$ cat config.mk
export PLATFORM = sky130hd
export DESIGN_NAME = tpumac
export DESIGN_NICKNAME = d
export VERILOG_FILES = /design/src/rtl/tpumac.sv
export SDC_FILE = /design/constraint.sdc
export NUM_CORES = 1
export LEC_CHECK = 0
export BUFFER_PORTS_ARGS = -buffer_cell sky130_fd_sc_hd__buf_2
export CORE_MARGIN = 2
export CORE_UTILIZATION = 39
export CTS_BUF_LIST = sky130_fd_sc_hd__clkbuf_2
export DETAILED_ROUTE_END_ITERATION = 7
export GPL_ROUTABILITY_DRIVEN = 0
export SYNTH_ARGS = -nofsm -noshare
export SYNTH_HDL_FRONTEND = slang
export SYNTH_SLANG_ARGS = --single-unit
$ cat constraint.sdc
create_clock -name clk -period 6.8 [get_ports clk]
set_input_delay 1.02 -clock clk [delete_from_list [all_inputs] [get_ports clk]]
set_output_delay 1.02 -clock clk [all_outputs]
set_load 0.02 [all_outputs]
$ cat src/rtl/tpumac.sv
// ----------------------------------------------------------------------------
// tpumac -- systolic multiply-accumulate cell
//
// One processing element of a systolic array. The A and B operands are
// registered and passed on unchanged to the next cell, while the C register
// either loads a preset value or accumulates the signed product of the
// current operand inputs.
//
// Parameters
//   BITS_AB  width of the signed A/B operands (two's complement)
//   BITS_C   width of the signed accumulator (normally >= 2*BITS_AB)
//
// Ports
//   clk    in   rising-edge clock
//   rst_n  in   asynchronous active-low reset; clears A, B and C
//   en     in   global register enable; 0 holds every register
//   WrEn   in   1 = load Cin into C, 0 = C <= Ain*Bin + C
//   Ain    in   signed A operand
//   Bin    in   signed B operand
//   Cin    in   signed accumulator preset value
//   Aout   out  registered copy of Ain
//   Bout   out  registered copy of Bin
//   Cout   out  registered accumulator value
// ----------------------------------------------------------------------------
module tpumac #(
   parameter int unsigned BITS_AB = 8,
   parameter int unsigned BITS_C  = 16
) (
   input  logic                      clk,
   input  logic                      rst_n,
   input  logic                      en,
   input  logic                      WrEn,
   input  logic signed [BITS_AB-1:0] Ain,
   input  logic signed [BITS_AB-1:0] Bin,
   input  logic signed [BITS_C-1:0]  Cin,
   output logic signed [BITS_AB-1:0] Aout,
   output logic signed [BITS_AB-1:0] Bout,
   output logic signed [BITS_C-1:0]  Cout
);

   localparam int unsigned PROD_W = 2 * BITS_AB;

   logic signed [BITS_AB-1:0] a_q;
   logic signed [BITS_AB-1:0] b_q;
   logic signed [BITS_C-1:0]  c_q;
   logic signed [BITS_C-1:0]  c_d;

   logic signed [PROD_W-1:0]  a_ext;
   logic signed [PROD_W-1:0]  b_ext;
   logic signed [PROD_W-1:0]  prod;
   logic signed [BITS_C-1:0]  prod_ext;
   logic signed [BITS_C-1:0]  sum;

   // The product uses the live operand inputs rather than the A/B registers,
   // so a cell accumulates in the same cycle its operands arrive.
   always_comb begin
      a_ext    = PROD_W'(Ain);
      b_ext    = PROD_W'(Bin);
      prod     = a_ext * b_ext;
      // Signed size cast sign-extends the full product to the accumulator width.
      prod_ext = BITS_C'(prod);
      // Plain truncating add: two's-complement wrap, no saturation.
      sum      = prod_ext + c_q;
      c_d      = WrEn ? Cin : sum;
   end

   always_ff @(posedge clk or negedge rst_n) begin
      if (!rst_n) begin
         a_q <= '0;
         b_q <= '0;
         c_q <= '0;
      end else if (en) begin
         a_q <= Ain;
         b_q <= Bin;
         c_q <= c_d;
      end
   end

   assign Aout = a_q;
   assign Bout = b_q;
   assign Cout = c_q;

endmodule

==> qor.csv <==
metric;value;unit
RSZ-0062 raised after global routing;no;
syn_nets;550;
Clock Skew;16.9;ps
antenna-violating nets left;0;
setup TNS;0;ps
CP dominant cell by count;fa_1;
fraction of layout cells with a size suffix above 1;20.0;%
vias per inst;4.90;
post-synthesis cell count;406;
Die ar.;11600;µm²
dpl hpwl;6970;µm
cell accounting for the most synthesized area;fa_1;
Netlist Area Pre-Place;4180;µm²
post-layout minimum cycle time;5430;ps
Synth area leaders;fa_1 (34%), dfrtp_1 (19%), ha_1 (11%);
via count of the first global-routing pass;2998;
Crit. Startpoint;Ain[7];
Post-synth top cells;inv_1 (74), fa_1 (71), ha_1 (37);
CP top delay family;adder cells;
status;completed;
CP Buf/Inv Count;3;
Worst slew margin;50.6;%
Clock Tree Root;clkbuf_2;
Worst-Skew Late Latency;380;ps
drt total wl;8270;µm
ys flop type;dfrtp_1;
most common cell in the netlist;inv_1;
core area;10400;µm²
Final #Nets;614;
Hold Path Class;reg -> reg;
IO Pins;68;
post-synthesis sequential area ratio;19.1;%
Final Cycle Share;79.9;%
Sink Count;32;
fin. max-slew vios;0;
CP Capture Type;flip-flop;
Setup crit start kind;primary input;
Residual DRC;0;
Peak Freq;184;MHz
Remaining Overflow, GRT;0;
yosys warns;0;
# diodes;0;
Routed WL per cell;13.6;µm
Worst path max stage delay;570;ps
total track usage;15.7;%
largest net degree at the start of global routing;52;
initial core utilization;40.3;%
Hold-fix buffers, CTS;0;
Fin. Hold Viols;0;
Setup Fix Bufs, Post-CTS;0;
global-route wire length before repair;14400;µm
Worst Path Max Fanout;9;
port bufs;67;
final setup violation count;0;
Required @ worst endpoint;7050;ps
Rows;37;
reg-to-reg startpoint;Cout[4]$_DFFE_PN0P_;
FFs w/ async S/R, synth;100;%
Iter 0 DRT Violations;126;
TritonCTS Buffers;5;
Resize count post-CTS;0;
Layout area overhead;12.2;%
CP arrival;5680;ps
MaxCap Viol Count;0;
H-tree Lvls;2;
CP max-delay cell;fa_1;
CTS max path bufs;2;
Hold Startpoint;Aout[3]$_DFFE_PN0P_;
Syn Area/Cell;10.3;µm²
Worst Tran Pin Value;741;ps
top cell type's share of synthesized area;34.0;%
Initial DRT Pass Iterations;4;
Worst-path clk slew;190;ps
width of the die;108;µm
CTS tree;yes;
worst setup path class;in -> reg;
critical-path cell list;buf_2 > and2_1 > inv_1 > fa_1 > inv_1 > fa_1 > fa_1 > fa_1 > fa_1 > ha_1 > o21ai_0 > o21bai_1 > o211ai_1 > a21oi_1 > xnor2_1 > o221ai_1;
Post-synth EDFFs;0;
Netlist cell types;34;
#FFs+latches synth;32;
routed vias;2973;
DIE HEIGHT;108;µm
initial antenna violation count;0;
## cells in the final DEF (no fill, tap or decap), types with 6 or more instances in the layout
cell / synthesis / routed
buf_2: 0 / 67
nor2_1: 21 / 21
ha_1: 37 / 37
nand2_1: 26 / 26
dfrtp_1: 32 / 32
xnor2_1: 18 / 18
mux2i_1: 8 / 8
a21oi_1: 17 / 17
and2_1: 32 / 32
inv_1: 74 / 74
o21ai_0: 6 / 6
mux2_2: 16 / 16
fa_1: 71 / 71
## cell families (layout without fill, tap and decap cells)
family	after synthesis	in the layout	synth area share, %
AOI/OAI and AO/OA	43	43	6.61
xor gates and xnor gates	19	19	3.98
adders and majority gates	108	108	45.0
buffers and inverters	86	151	7.72
DFF	32	32	19.1
muxes	24	24	6.22
and+or+nand+nor	94	94	11.3
## state kept, by name (all words and copies together), names as in the netlist
name	flops
Bout	8
Aout	8
Cout	16
## worst register-to-register path, delay by kind of cell (launching register included)
family / cells / cell delay, ps
AOI/OAI and AO/OA: 4 / 650
adders and majority gates: 7 / 2750
buffers and inverters: 4 / 230
DFF: 1 / 420
and+or+nand+nor: 2 / 450
## stage by stage
stage               cells  util (%)  hold slack [ps]  setup WS (ps)  area, µm²
global route          607      45.3              550           1100       4690
detailed placement    599      44.9              493            923       4660
CTS                   607      45.3              534           1340       4690
global placement      599      44.9              484           1050       4660
floorplan             406         -              636           1260       4180
finish                607      45.3              528           1370       4690
## metal layers
| metal | part of all wire [%] | track usage (%) | up-vias |
|---|---|---|---|
| met1 | 43 | 20.8 | 1511 |
| li1 | - | - | 1404 |
| met2 | 53 | 27.7 | 51 |
| met4 | 1.0 | 2.84 | 0 |
| met5 | 0 | 0 | - |
| met3 | 3.6 | 2.24 | 7 |
## area by class of cell
type	count	area [µm²]
fill	1039	5680
multi-input combinational	288	3060
sequential	32	801
timing repair buffer	68	343
inverter	75	282
tap	136	170
clock buffer	5	25.0
clock inverter	3	13.8
## worst paths after layout
path / endpoint / slack (ps) / cells past startpoint
setup / recovery: Cout[13]$_DFFE_PN0P_ / 1370 / 16
hold / removal: Aout[3]$_DFFE_PN0P_ / 530 / 1
setup reg to reg: Cout[10]$_DFFE_PN0P_ / 2220 / 17
hold reg to reg: Aout[3]$_DFFE_PN0P_ / 530 / 1
max in group asynchronous: Cout[15]$_DFFE_PN0P_ / 5660 / 1
min in group asynchronous: Cout[0]$_DFFE_PN0P_ / 660 / 1
Power is not shown: default switching activity piles up to over one toggle a cycle in this logic, so the estimate is an artifact.
